===== src/rtl/fnd_pkg.sv =====
// Shared constants, FSM state type and segment font lookup for the FND scan controller.
package fnd_pkg;

    localparam int NUM_DIGITS  = 4;
    localparam int MAX_DISPLAY = 9999;
    localparam int BIN_W       = 14;
    localparam int BCD_W       = 4 * NUM_DIGITS;

    localparam logic [7:0] FONT_0     = 8'hC0;
    localparam logic [7:0] FONT_1     = 8'hF9;
    localparam logic [7:0] FONT_2     = 8'hA4;
    localparam logic [7:0] FONT_3     = 8'hB0;
    localparam logic [7:0] FONT_4     = 8'h99;
    localparam logic [7:0] FONT_5     = 8'h92;
    localparam logic [7:0] FONT_6     = 8'h82;
    localparam logic [7:0] FONT_7     = 8'hF8;
    localparam logic [7:0] FONT_8     = 8'h80;
    localparam logic [7:0] FONT_9     = 8'h90;
    localparam logic [7:0] FONT_BLANK = 8'hFF;

    typedef enum logic [1:0] {
        IDLE,
        CONV,
        COMMIT
    } state_t;

    function automatic logic [7:0] nibble_font(input logic [3:0] nib);
        logic [7:0] f;
        case (nib)
            4'd0:    f = FONT_0;
            4'd1:    f = FONT_1;
            4'd2:    f = FONT_2;
            4'd3:    f = FONT_3;
            4'd4:    f = FONT_4;
            4'd5:    f = FONT_5;
            4'd6:    f = FONT_6;
            4'd7:    f = FONT_7;
            4'd8:    f = FONT_8;
            4'd9:    f = FONT_9;
            default: f = FONT_BLANK;
        endcase
        return f;
    endfunction

endpackage


===== src/rtl/fnd_scan_ctrl_if.sv =====
// Load handshake between the arithmetic block and the FND scan controller.
interface fnd_scan_ctrl_if;
    import fnd_pkg::*;

    logic             i_valid;
    logic             o_ready;
    logic [BIN_W-1:0] i_value;

    modport master (
        output i_valid,
        output i_value,
        input  o_ready
    );

    modport slave (
        input  i_valid,
        input  i_value,
        output o_ready
    );

endinterface


===== src/rtl/bin2bcd_serial.sv =====
// Serial double-dabble: one add-3/shift step per cycle, BIN_W cycles per conversion.
module bin2bcd_serial
    import fnd_pkg::*;
(
    input  logic             clk,
    input  logic             rst_n,
    input  logic             start,
    input  logic [BIN_W-1:0] bin,
    output logic             done,
    output logic [BCD_W-1:0] bcd
);

    localparam int CNT_W = $clog2(BIN_W);
    localparam int SR_W  = BCD_W + BIN_W;

    logic [SR_W-1:0]  sr;
    logic [SR_W-1:0]  sr_adj;
    logic [CNT_W-1:0] cnt;
    logic             busy;

    always_comb begin
        sr_adj = sr;
        for (int d = 0; d < NUM_DIGITS; d++) begin
            if (sr[BIN_W+4*d +: 4] >= 4'd5)
                sr_adj[BIN_W+4*d +: 4] = sr[BIN_W+4*d +: 4] + 4'd3;
        end
    end

    // done marks the edge that performs the final shift
    assign done = busy && (cnt == CNT_W'(BIN_W - 1));
    assign bcd  = sr[BIN_W +: BCD_W];

    always_ff @(posedge clk or negedge rst_n) begin
        if (!rst_n) begin
            sr   <= '0;
            cnt  <= '0;
            busy <= 1'b0;
        end else if (start) begin
            sr   <= {{BCD_W{1'b0}}, bin};
            cnt  <= '0;
            busy <= 1'b1;
        end else if (busy) begin
            sr  <= {sr_adj[SR_W-2:0], 1'b0};
            cnt <= cnt + 1'b1;
            if (done)
                busy <= 1'b0;
        end
    end

endmodule


===== src/rtl/fnd_scan_ctrl.sv =====
// 4-digit FND load/convert/scan controller.
// Optional FND_LEADING_ZERO_BLANK_EN blanks leading zero digits.
module fnd_scan_ctrl
    import fnd_pkg::*;
#(
    parameter int CLK_HZ  = 100_000_000,
    parameter int SCAN_HZ = 1000
) (
    input  logic            i_clk,
    input  logic            i_reset_n,
    fnd_scan_ctrl_if.slave  load,
    input  logic            i_en,
    output logic [3:0]      o_digit,
    output logic [7:0]      o_fndFont,
    output logic            o_ovf
);

    localparam int DIV   = CLK_HZ / SCAN_HZ;
    localparam int DIV_W = (DIV > 2) ? $clog2(DIV) : 1;
    localparam logic [DIV_W-1:0] DIV_LAST = DIV_W'(DIV - 1);

    state_t state;
    state_t state_nxt;

    logic             xfer;
    logic             conv_start;
    logic             conv_done;
    logic [BIN_W-1:0] clamped;
    logic [BCD_W-1:0] conv_bcd;
    logic [BCD_W-1:0] disp;

    logic [DIV_W-1:0] div_cnt;
    logic             tick;
    logic [1:0]       idx;
    logic             blank;
    logic [7:0]       cur_font;

    assign xfer    = conv_start;
    assign clamped = (load.i_value > BIN_W'(MAX_DISPLAY))
                   ? BIN_W'(MAX_DISPLAY) : load.i_value;

    always_ff @(posedge i_clk or negedge i_reset_n) begin
        if (!i_reset_n)
            state <= IDLE;
        else
            state <= state_nxt;
    end

    always_comb begin
        state_nxt = state;
        case (state)
            IDLE:    if (xfer) state_nxt = CONV;
            CONV:    if (conv_done) state_nxt = COMMIT;
            COMMIT:  state_nxt = IDLE;
            default: state_nxt = IDLE;
        endcase
    end

    always_comb begin
        load.o_ready = 1'b0;
        conv_start   = 1'b0;
        case (state)
            IDLE: begin
                load.o_ready = 1'b1;
                conv_start   = load.i_valid;
            end
            default: ;
        endcase
    end

    bin2bcd_serial u_bin2bcd (
        .clk   (i_clk),
        .rst_n (i_reset_n),
        .start (conv_start),
        .bin   (clamped),
        .done  (conv_done),
        .bcd   (conv_bcd)
    );

    always_ff @(posedge i_clk or negedge i_reset_n) begin
        if (!i_reset_n) begin
            o_ovf <= 1'b0;
            disp  <= '0;
        end else begin
            if (xfer)
                o_ovf <= (load.i_value > BIN_W'(MAX_DISPLAY));
            if (state == COMMIT)
                disp <= conv_bcd;
        end
    end

    assign tick = (div_cnt == DIV_LAST);

    always_ff @(posedge i_clk or negedge i_reset_n) begin
        if (!i_reset_n) begin
            div_cnt <= '0;
            idx     <= '0;
        end else begin
            div_cnt <= tick ? '0 : div_cnt + 1'b1;
            if (tick)
                idx <= idx + 1'b1;
        end
    end

    always_comb begin
        blank = 1'b0;
`ifdef FND_LEADING_ZERO_BLANK_EN
        // blank when this digit and all to its left are zero
        blank = (idx != 2'd0) && ((disp >> (4 * idx)) == '0);
`endif
        cur_font = blank ? FONT_BLANK : nibble_font(disp[4*idx +: 4]);
        if (o_ovf && idx == 2'd0)
            cur_font[7] = 1'b0;
    end

    always_ff @(posedge i_clk or negedge i_reset_n) begin
        if (!i_reset_n) begin
            o_digit   <= 4'hF;
            o_fndFont <= FONT_BLANK;
        end else if (!i_en) begin
            o_digit   <= 4'hF;
            o_fndFont <= FONT_BLANK;
        end else begin
            o_digit   <= ~(4'b0001 << idx);
            o_fndFont <= cur_font;
        end
    end

endmodule

===== src/flat_wrapper.sv =====
// flat-port wrapper written by rule: the top's interface ports become plain ports
module fnd_scan_ctrl_flat import fnd_pkg::*;
#(
    parameter int CLK_HZ  = 100_000_000,
    parameter int SCAN_HZ = 1000
)
  (i_clk, i_reset_n, i_en, o_digit, o_fndFont, o_ovf, load_i_valid, load_i_value, load_o_ready);
  fnd_scan_ctrl_if load_i ();
  input  logic i_clk;
  input  logic i_reset_n;
  input  logic i_en;
  output logic [3:0] o_digit;
  output logic [7:0] o_fndFont;
  output logic o_ovf;
  input wire logic [$bits(load_i.i_valid)-1:0] load_i_valid;
  input wire logic [$bits(load_i.i_value)-1:0] load_i_value;
  output wire logic [$bits(load_i.o_ready)-1:0] load_o_ready;
  assign load_i.i_valid = load_i_valid;
  assign load_i.i_value = load_i_value;
  assign load_o_ready = load_i.o_ready;
  fnd_scan_ctrl #(.CLK_HZ(CLK_HZ), .SCAN_HZ(SCAN_HZ)) u_core (.i_clk(i_clk), .i_reset_n(i_reset_n), .load(load_i), .i_en(i_en), .o_digit(o_digit), .o_fndFont(o_fndFont), .o_ovf(o_ovf));
endmodule

===== config.mk =====
export PLATFORM = sky130hd
export DESIGN_NAME = fnd_scan_ctrl_flat
export DESIGN_NICKNAME = d
export VERILOG_FILES = /design/src/rtl/fnd_pkg.sv /design/src/rtl/fnd_scan_ctrl_if.sv /design/src/rtl/bin2bcd_serial.sv /design/src/rtl/fnd_scan_ctrl.sv /design/src/flat_wrapper.sv
export SDC_FILE = /design/constraint.sdc
export NUM_CORES = 1
export LEC_CHECK = 0
export CAP_MARGIN = 20
export CORE_ASPECT_RATIO = 0.9
export CORE_UTILIZATION = 30
export CTS_CLUSTER_DIAMETER = 200
export DETAILED_ROUTE_END_ITERATION = 6
export PLACE_DENSITY = 0.5
export SLEW_MARGIN = 30
export SYNTH_ARGS = -nofsm -noshare
export SYNTH_HDL_FRONTEND = slang
export SYNTH_SLANG_ARGS = --single-unit

===== constraint.sdc =====
create_clock -name i_clk -period 2.5 [get_ports i_clk]
set_clock_uncertainty 0.05 [all_clocks]
set_input_delay 0.5 -clock i_clk [delete_from_list [all_inputs] [get_ports i_clk]]
set_output_delay 0.5 -clock i_clk [all_outputs]
set_load 0.01 [all_outputs]

# After elaboration in Yosys (flattened, before gate mapping)
# Memories as Yosys holds them, arrays and structs flattened.
# Index checks and enable logic that the tools add are counted.
[classes]
shift = 2
magnitude_cmp = 5
reduce_logical = 6
n_mux = 21
eq_ne = 6
n_bitwise = 1
add_sub_neg = 7
[ops]
columns = ["cell", "n"]
rows = [
  ["30-bit 2-to-1 mux", 2],
  ["4-bit 2-to-1 mux", 6],
  ["17-bit by 1-bit adder with 17-bit output, second input constant", 1],
  ["17-bit == test, second input constant", 1],
  ["17-bit 2-to-1 mux", 1],
  ["4-bit by 3-bit >= comparator with 1-bit output, second input constant", 4],
  ["16-bit by 5-bit variable part select with 4-bit output", 1],
  ["14-bit greater-than comparator, second input constant", 1],
  ["14-bit 2-to-1 mux", 1],
  ["4-bit by 2-bit adder with 4-bit output, second input constant", 3],
  ["8-bit 2-to-1 mux", 1],
  ["1-bit 2-to-1 mux", 6],
  ["4-bit by 1-bit adder with 4-bit output, second input constant", 1],
  ["4-bit == test, second input constant", 1],
  ["2-bit zero test", 2],
  ["2-bit 2-to-1 mux", 2],
  ["2-bit by 1-bit inequality test with 1-bit output, second input constant", 2],
  ["4-bit NOT", 1],
  ["2-bit one-hot mux with 2 select lines", 1],
  ["1-bit by 2-bit << shifter with 4-bit output, first input constant", 1],
  ["3-bit by 2-bit adder with 3-bit output, second input constant", 1],
  ["3-bit 2-to-1 mux", 1],
  ["2-bit by 1-bit adder with 2-bit output, second input constant", 1],
  ["2-bit by 1-bit == test with 1-bit output, second input constant", 1],
  ["4 further kinds", 5],
]
[totals]
ff_bits = 85
inputBits = 18
rom_bits = 112
n_memories = 1
output_inout_bits = 14
wordCells = 59
[mem_list]
columns = ["name", "depth", "width", "rd", "rd_clocked_by_memory_dff", "write_ports", "line", "source"]
rows = [
  ["(name not given)", 16, 7, 1, 0, 0, "fnd_pkg.sv:29", "case (nib)"],
]

# Longest topological paths before layout
# Gate-level depths: netlist of run 1.
[depth]
depth_word = 5
mapped_depth = 7
mapped_depth_nobuf = 7

# Hierarchy
# A second synthesis of run 1 with hierarchy kept.
[hier_totals]
hier_cells = 410
area_unflattened_um2 = 4420.5
[modules_own_cells]
columns = ["mod", "area_each_um2", "cells_each", "instances", "seq_area_each_um2"]
rows = [
  ["fnd_scan_ctrl", 2427.3, 199, 1, 1266.2],
  ["bin2bcd_serial", 1993.2, 211, 1, 875.8],
]

# Worst setup path after synthesis of run 1
# OpenSTA, ideal clock, no wires.
[synth_timing]
kind = "flip-flop to flip-flop"
start = "reg u_core.idx[0]"
end = "reg u_core.o_fndFont[3]"
path_stages_with_launch = 7
n_path_buf = 0
required_time_ns = 2.371
setup_ns = 0.079
t_arrival_ns = 1.644
period_less_slack_ns = 1.773
setup_slack_ns = 0.727
path_cell_list = "dfrtp_1 -> mux4_2 -> inv_1 -> ha_1 -> inv_1 -> mux2i_1 -> o21ai_0"
[synth_between]
elab_chain_len = 3
[synth_rtl]
columns = ["item", "line", "source"]
rows = [
  ["start: declaration", "fnd_scan_ctrl.sv:34", "logic [1:0] idx;"],
  ["start signal: assignment", "fnd_scan_ctrl.sv:101", "idx <= idx + 1'b1;"],
  ["16-bit by 5-bit variable part select with 4-bit output", "fnd_scan_ctrl.sv:111", "cur_font = blank ? FONT_BLANK : nibble_font(disp[4*idx +: 4]);"],
  ["memory read 16 x 7 bit", "--", ""],
  ["8-bit 2-to-1 mux", "fnd_scan_ctrl.sv:120", "end else if (!i_en) begin"],
  ["end signal: assignment", "fnd_scan_ctrl.sv:125", "o_fndFont <= cur_font;"],
  ["end: declaration", "fnd_scan_ctrl.sv:14", "output logic [7:0] o_fndFont,"],
]
# Every way passes these cells.
# A chain may end at the register's enable or synchronous reset.

# Worst setup path after layout of run 1
[layout_timing]
start = "reg u_core.state[0]"
end = "out load_o_ready"
[layout_between]
elab_chain_len = 2
[layout_rtl]
columns = ["item", "line", "source"]
rows = [
  ["start: declaration", "fnd_scan_ctrl.sv:22", "state_t state;"],
  ["start signal: assignment", "fnd_scan_ctrl.sv:46", "state <= state_nxt;"],
  ["2-bit zero test", "fnd_scan_ctrl.sv:62", "case (state)"],
  ["1-bit 2-to-1 mux", "fnd_scan_ctrl.sv:62", ""],
  ["end: declaration", "flat_wrapper.sv:17", "output wire logic [$bits(load_i.o_ready)-1:0] load_o_ready;"],
]
# Every way passes these cells.

==> results of run 1 <==
==> cell type report <==
class | count | area, µm²
Clock buffer | 11 | 243
Inverter | 20 | 75.1
Sequential cell | 85 | 2140
Multi-Input combinational cell | 247 | 1840
Timing Repair Buffer | 38 | 373
Tap cell | 168 | 210
Fill cell | 1329 | 8460
Clock inverter | 4 | 72.6
==> power groups by stage <==
stage | Combinational, W | Sequential (W) | Clock, W
2_1_floorplan | 0.00138 | 0.00209 | 0
3_5_place_dp | 0.00182 | 0.00218 | 0
6_report | 0.00180 | 0.00215 | 0.00140
4_1_cts | 0.00183 | 0.00216 | 0.00146
3_3_place_gp | 0.00178 | 0.00217 | 0
5_1_grt | 0.00206 | 0.00222 | 0.00151
==> flip-flops by register name, indices dropped and copies added, names as in the netlist <==
| signal | cells |
|---|---|
| u_core.disp | 16 |
| u_core.div_cnt | 17 |
| u_core.idx | 2 |
| u_core.o_digit | 4 |
| u_core.o_fndFont | 8 |
| u_core.o_ovf | 1 |
| u_core.state | 2 |
| u_core.u_bin2bcd.busy | 1 |
| u_core.u_bin2bcd.cnt | 4 |
| u_core.u_bin2bcd.sr | 30 |
==> worst min-delay path by stage <==
stage,startpoint,end,slack [ns],cells after the start
6_report,i_reset_n,u_core.disp[7],0.11,1
5_1_grt,i_reset_n,u_core.disp[7],0.15,1
2_1_floorplan,i_reset_n,u_core.disp[0],0.15,0
3_5_place_dp,u_core.state[1],u_core.state[0],0.42,1
3_3_place_gp,u_core.state[1],u_core.state[0],0.41,1
4_1_cts,i_reset_n,u_core.disp[7],0.12,1
==> cell usage after synthesis <==
| cell type | number |
|---|---|
| a211oi_1 | 1 |
| a21o_1 | 3 |
| a21oi_1 | 12 |
| a2bb2oi_1 | 7 |
| a41oi_1 | 1 |
| and2_1 | 2 |
| and2b_2 | 1 |
| and3_1 | 1 |
| buf_2 | 2 |
| buf_6 | 2 |
| clkbuf_1 | 11 |
| dfrtp_1 | 73 |
| dfstp_2 | 12 |
| ha_1 | 20 |
| inv_1 | 20 |
| mux2_2 | 17 |
| mux2i_1 | 27 |
| mux4_2 | 3 |
| nand2_1 | 30 |
| nand2_2 | 1 |
| nand2b_1 | 11 |
| nand3_1 | 17 |
| nand3b_1 | 2 |
| nand4_1 | 7 |
| nor2_1 | 26 |
| nor2b_1 | 1 |
| nor3_1 | 1 |
| nor3b_1 | 1 |
| nor4_4 | 1 |
| o211ai_1 | 3 |
| o21ai_0 | 16 |
| o21ai_2 | 1 |
| o22ai_1 | 5 |
| o31ai_1 | 1 |
| or4b_1 | 1 |
| or4b_4 | 1 |
| xnor2_1 | 17 |
| xor2_1 | 9 |
==> metal layers <==
metal  vias up  GRT usage (%)  part of all wire [%]  routed length (µm)
met5         -              0                     0                   0
met1      1287           15.0                    49                3720
met4         0           4.63                   1.8                 138
met2        33           20.1                    46                3540
li1       1321              -                     -                   -
met3        11           3.45                   3.0                 229
==> through the flow <==
step	hold slack, ns	instances
finish	0.113	573
global route	0.147	573
CTS	0.122	573
detailed placement	0.425	558
global placement	0.410	558
floorplan	0.154	367
==> critical path, cell delays in order (launching register included) <==
cell             delay [ns]
dfrtp_1                0.41
nor2_1                 0.20
clkdlybuf4s50_1        0.57
==> cell families (layout without fill, tap and decap cells) <==
logic type	Yosys count	after routing	synth area share, %
AND/OR/NAND/NOR	104	104	12.6
flip-flops	85	85	51.9
AO/OA/AOI/OAI	50	50	7.52
multiplexers	47	47	12.8
buffers and inverters	35	73	3.61
XOR/XNOR	26	26	5.52
adder cells (fa/ha/maj)	20	20	6.06
==> metrics.csv, run 1 <==
stage;metric;value;unit
run_status;status;complete, but fails checks;
run_status;failing checks;design-rule violations;
global_routing;GRT overflow;0;
cts;CTS clk-pin slew, worst paths;0.06;ns
sta;Final Hold Viols;0;
synthesis;Netlist Area Pre-Place;4130;µm²
power;Internal Power;0.00364;W
setup_path;Crit Path Category;reg2out;
detailed_routing;First-pass DRT Iterations;6;
setup_path;Reg2Reg Setup Slack;0.55;ns
setup_path;path depth of the worst reg2reg path;4;
global_routing;vias in the first global route;2767;
synthesis;synthesized flop and latch total;85;
setup_path;FF-to-FF Start;u_core.div_cnt[8];
power;sw frac;32.1;%
cts;post-CTS sizing;0;
sta;Setup TNS;0;ns
place;DP HPWL;5230;µm
synthesis;share of the synthesized area in the top cell type;44.2;%
cts;H-tree levels;3;
setup_path;Worst Setup SP;u_core.state[0];
cts;setup bufs post-CTS;0;
sta;Final WS setup;0.442;ns
synthesis;register area share after synthesis;51.9;%
sta;Finish-stage setup viols;0;
floorplan;Starting Density;30.8;%
sta;f_max;486;MHz
place;Post-Place Cell Area;4640;µm²
job;Max Cap Viol;0;
floorplan;die area;14200;µm²
finish;Core Util, Final;36.9;%
setup_path;worst-path maximum fanout;4;
detailed_routing;wire length per cell;13.3;µm
cts;cts-stage hold buffer count;0;
cts;clock root cell;clkbuf_16;
power;PwrDens;1080;nW/µm²
global_routing;largest net degree at the start of global routing;46;
setup_path;r2r endpoint;u_core.idx[0];
place;pre-CTS WS;0.401;ns
floorplan;# IOs;32;
setup_path;arrival time at the worst endpoint;1.51;ns
detailed_routing;Via density;4.63;
synthesis;Post-Syn Instances;367;
synthesis;syn_nets;405;
power;combinational power share;33.6;%
power;Psw;0.00172;W
power;Peak VDD IR;0.469;mV
floorplan;Die Y;113;µm
sta;Min Clock Period, post-route;2.06;ns
setup_path;Critical Path Sink Type;output pin;
cts;Clock Sinks;85;
finish;diode count;0;
cts;Num CTS Buffers;9;
global_routing;first-pass GRT wire length;13500;µm
setup_path;crit path capture;load_o_ready;
finish;fraction of layout cells with a size suffix above 1;14.6;%
detailed_routing;DRC;2;
power;Pwr Total;0.00536;W
finish;most frequent cells in the layout;73 x dfrtp_1, 30 x nand2_1, 30 x clkdlybuf4s50_1;
place;RD Place Congestion;0.731;
power;Clk network pwr share;26.2;%
sta;worst slew pin tran;0.668;ns
sta;final slew viol count;0;
setup_path;startpoint types;flip-flop;
detailed_routing;final wirelength;7620;µm
sta;slew margin rel.;55.1;%
finish;nets;439;
power;Leak;2.26;nW
finish;most common cell after layout, fill and taps aside;dfrtp_1;
place;IO buf count;31;
detailed_routing;DR iter-0 viols;122;
synthesis;Yosys warnings;0;
synthesis;leading post-synthesis cells by cell area;dfrtp_1 44%, dfstp_2 7.6%, mux2i_1 6.5%;
synthesis;synthesized area per cell;11.3;µm²
finish;P&R area growth vs syn;20.0;%
cts;CTS tree;yes;
cts;latest clock arrival within the worst-skew pair;0.34;ns
min_path;HP Class;in2async;
floorplan;Row Count;40;
synthesis;Yosys cell types;38;
sta;RSZ-0062 raised after global routing;no;
setup_path;CP Data Required Time;1.95;ns
detailed_routing;Routed Antenna Nets;0;
sta;final worst-path cycle share;82.3;%
floorplan;Core Area;13400;µm²
synthesis;area leader, netlist;dfrtp_1;
global_routing;Tot GR Track Use;12.1;%
power;Seq pwr share;40.2;%
cts;CTS max path bufs;2;
detailed_routing;Via Count;2652;
floorplan;die width;126;µm
finish;Design Area, Final;4950;µm²
global_routing;initial antenna violation count;0;
Note: power is estimated with default switching activity, not from simulation.
==> run 2, diff against run 1 <==
--- a/config.mk
+++ b/config.mk
@@ -10,7 +10,7 @@
 export CORE_UTILIZATION = 30
 export CTS_CLUSTER_DIAMETER = 200
 export DETAILED_ROUTE_END_ITERATION = 6
-export PLACE_DENSITY = 0.5
+export PLACE_DENSITY = 0.51
 export SLEW_MARGIN = 30
 export SYNTH_ARGS = -nofsm -noshare
 export SYNTH_HDL_FRONTEND = slang
==> constraint.sdc (replaced) <==
create_clock -name i_clk -period 1.7 [get_ports i_clk]
set_clock_uncertainty 0.05 [all_clocks]
set_input_delay 0.34 -clock i_clk [delete_from_list [all_inputs] [get_ports i_clk]]
set_output_delay 0.34 -clock i_clk [all_outputs]
set_load 0.01 [all_outputs]
==> run 2 against run 1 <==
Against the previous run:
- the flow still finishes with violations (design-rule violations)
- cell count is 5.8% higher
- global-route usage is 0.31 points lower
- wire length is 0.54% higher
- highest routed layer unchanged
==> metrics.csv, run 2 (synthesis gave the netlist of run 1 again) <==
stage;metric;value;unit;change
finish;fill count;1331;;+0.15%
sta;final worst-path cycle share;96.0;%;
place;placed cell count;588;;+5.4%
global_routing;GRT overflow;0;;unchanged
floorplan;Core Area;13400;µm²;unchanged
setup_path;CP Data Required Time;1.88;ns;-0.07 ns
detailed_routing;wire length per cell;12.6;µm;-4.9%
place;DP HPWL;5350;µm;+2.2%
finish;biggest regs;u_core.u_bin2bcd.sr: 30 flops, u_core.div_cnt: 17 flops, u_core.disp: 16 flops;;
run_status;status;complete, but fails checks;;
cts;Num CTS Buffers;9;;unchanged
detailed_routing;Via Count;2763;;+4.2%
floorplan;Die Y;113;µm;unchanged
finish;Register Area;2140;µm²;+0.12%
setup_path;worst-path maximum fanout;6;;+2
setup_path;arrival time at the worst endpoint;1.81;ns;+0.30 ns
cts;H-tree levels;3;;unchanged
floorplan;Row Count;40;;unchanged
place;RD Place Congestion;0.733;;+0.27%
sta;Final WS setup;0.0688;ns;-0.373 ns
detailed_routing;DR iter-0 viols;116;;-4.9%
sta;worst slew pin tran;0.383;ns;-0.285 ns
detailed_routing;final wirelength;7670;µm;+0.54%
min_path;HP Class;in2async;;
finish;max FFs per register;30;;unchanged
place;pre-CTS WS;-0.161;ns;-0.562 ns
global_routing;Tot GR Track Use;11.8;%;-0.31 points
detailed_routing;Via density;4.56;;-1.5%
detailed_routing;DRC;2;;unchanged
finish;diode count;0;;unchanged
finish;final std cells w/o fill;606;;+5.8%
finish;nets;471;;+7.3%
cts;CTS max path bufs;2;;unchanged
job;Max Cap Viol;0;;unchanged
sta;Min Clock Period, post-route;1.63;ns;
global_routing;vias in the first global route;2772;;+0.18%
finish;Top reg by flops;u_core.u_bin2bcd.sr;;
power;Peak VDD IR;0.576;mV;+23%
detailed_routing;First-pass DRT Iterations;6;;unchanged
cts;CTS clk-pin slew, worst paths;0.06;ns;about the same
sta;Finish-stage setup viols;0;;unchanged
sta;hold_ws;0.407;ns;+0.294 ns
global_routing;largest net degree at the start of global routing;31;;-33%
floorplan;die area;14200;µm²;unchanged
power;Leak;2.42;nW;+7.2%
floorplan;Starting Density;30.8;%;unchanged
sta;RSZ-0062 raised after global routing;yes;;
setup_path;Crit Path Category;reg2reg;;
place;IO buf count;31;;unchanged
sta;f_max;613;MHz;
cts;latest clock arrival within the worst-skew pair;0.33;ns;about the same
floorplan;die width;126;µm;unchanged
cts;Clock Sinks;85;;unchanged
sta;Final Hold Viols;0;;unchanged
global_routing;first-pass GRT wire length;13200;µm;-2.7%
finish;most common cell after layout, fill and taps aside;dfrtp_1;;
power;PwrDens;1500;nW/µm²;+39%
detailed_routing;Routed Antenna Nets;0;;unchanged
cts;clock root cell;clkbuf_16;;
run_status;failing checks;design-rule violations;;
finish;P&R area growth vs syn;26.2;%;
sta;slew margin rel.;74.4;%;+19 points
sta;final slew viol count;0;;unchanged
setup_path;Critical Path Sink Type;flip-flop;;
global_routing;initial antenna violation count;0;;unchanged
finish;Multi-input gate area;1880;µm²;+2.2%
finish;most frequent cells in the layout;71 x dfrtp_1, 35 x buf_4, 30 x nand2_1;;
floorplan;# IOs;32;;unchanged
finish;fraction of layout cells with a size suffix above 1;22.8;%;+8.3 points
setup_path;startpoint types;flip-flop;;
cts;CTS tree;yes;;
[run 2: changes by cell type in the layout (fill, tap and decap cells not counted), moves of 3 or more]
cell             before  now
inv_1                20   17
clkbuf_8              1    4
buf_4                 7   35
clkdlybuf4s50_1      30   17
inv_2                 0    3
buf_6                 0    3
dlygate4sd2_1         0   13
[run 2: repair_timing]
item | CTS | global route
hold buffers | 1 | 0
buffers inserted | 0 | 1
pin swaps | 1 | 6
gates resized for setup | 14 | 14
endpoints found under the setup margin | 16 | 17
hold endpoints to repair | 11 | 0
[run 2: worst max-delay path, cell delays in order, from the launching register on]
cell	delay (ns)
dfrtp_1	0.38
or4b_4	0.55
nor4_4	0.29
buf_4	0.20
nor2_1	0.05
[run 2: metal layers]
layer | up-vias | wire length (µm) | part of all wire [%] | track usage (%)
li1 | 1392 | - | - | -
met1 | 1326 | 3740 | 49 | 15.2
met2 | 35 | 3620 | 47 | 18.9
met3 | 10 | 183 | 2.4 | 2.70
met4 | 0 | 127 | 1.7 | 5.85
met5 | - | 0 | 0 | 0
[run 2: final timing paths]
check                              startpoint                  to  slack, ns  cells after the start
setup / recovery           u_core.div_cnt[11]  u_core.div_cnt[16]       0.07                      4
hold / removal                      i_reset_n      u_core.disp[7]       0.41                      2
setup reg to reg           u_core.div_cnt[11]  u_core.div_cnt[16]       0.07                      4
hold reg to reg               u_core.state[1]     u_core.state[0]       0.43                      1
max in group asynchronous           i_reset_n  u_core.div_cnt[12]       0.65                      3
min in group i_clk            u_core.state[1]     u_core.state[0]       0.43                      1
[run 2: per-stage QoR]
step                      cell area, µm²  total power (W)  util, %  setup TNS, ns
final                               5210          0.00781     38.8              0
after global routing                5210          0.00847     38.8         -0.146
after CTS                           5150          0.00783     38.4              0
after detailed placement            4860          0.00595     36.3          -1.48
after global placement              4860          0.00586     36.3         -0.421
after floorplan                     4130          0.00511        -              0
[run 2: power by group]
part	switching, W	total (W)	leakage [nW]	internal [W]
registers	0.000461	0.00315	1.07	0.00269
clock network	0.000736	0.00189	0.143	0.00115
logic	0.00136	0.00277	1.21	0.00141
total	0.00256	0.00781	2.42	0.00525
[run 2: area by class of cell]
class	count	area share, %
repair buffers	70	11.7
inverters	20	1.44
clock buffers	16	5.60
flip-flops and latches	85	41.2
well taps	168	4.03
multi-input cells	247	36.0
==> run 3, diff against run 2 <==
--- a/config.mk
+++ b/config.mk
@@ -10,6 +10,7 @@
 export CORE_UTILIZATION = 30
 export CTS_CLUSTER_DIAMETER = 200
 export DETAILED_ROUTE_END_ITERATION = 6
+export GPL_ROUTABILITY_DRIVEN = 0
 export PLACE_DENSITY = 0.51
 export SLEW_MARGIN = 30
 export SYNTH_ARGS = -nofsm -noshare
==> results of run 3 <==
Final layout, timing and power as in run 2 (identical DEF).
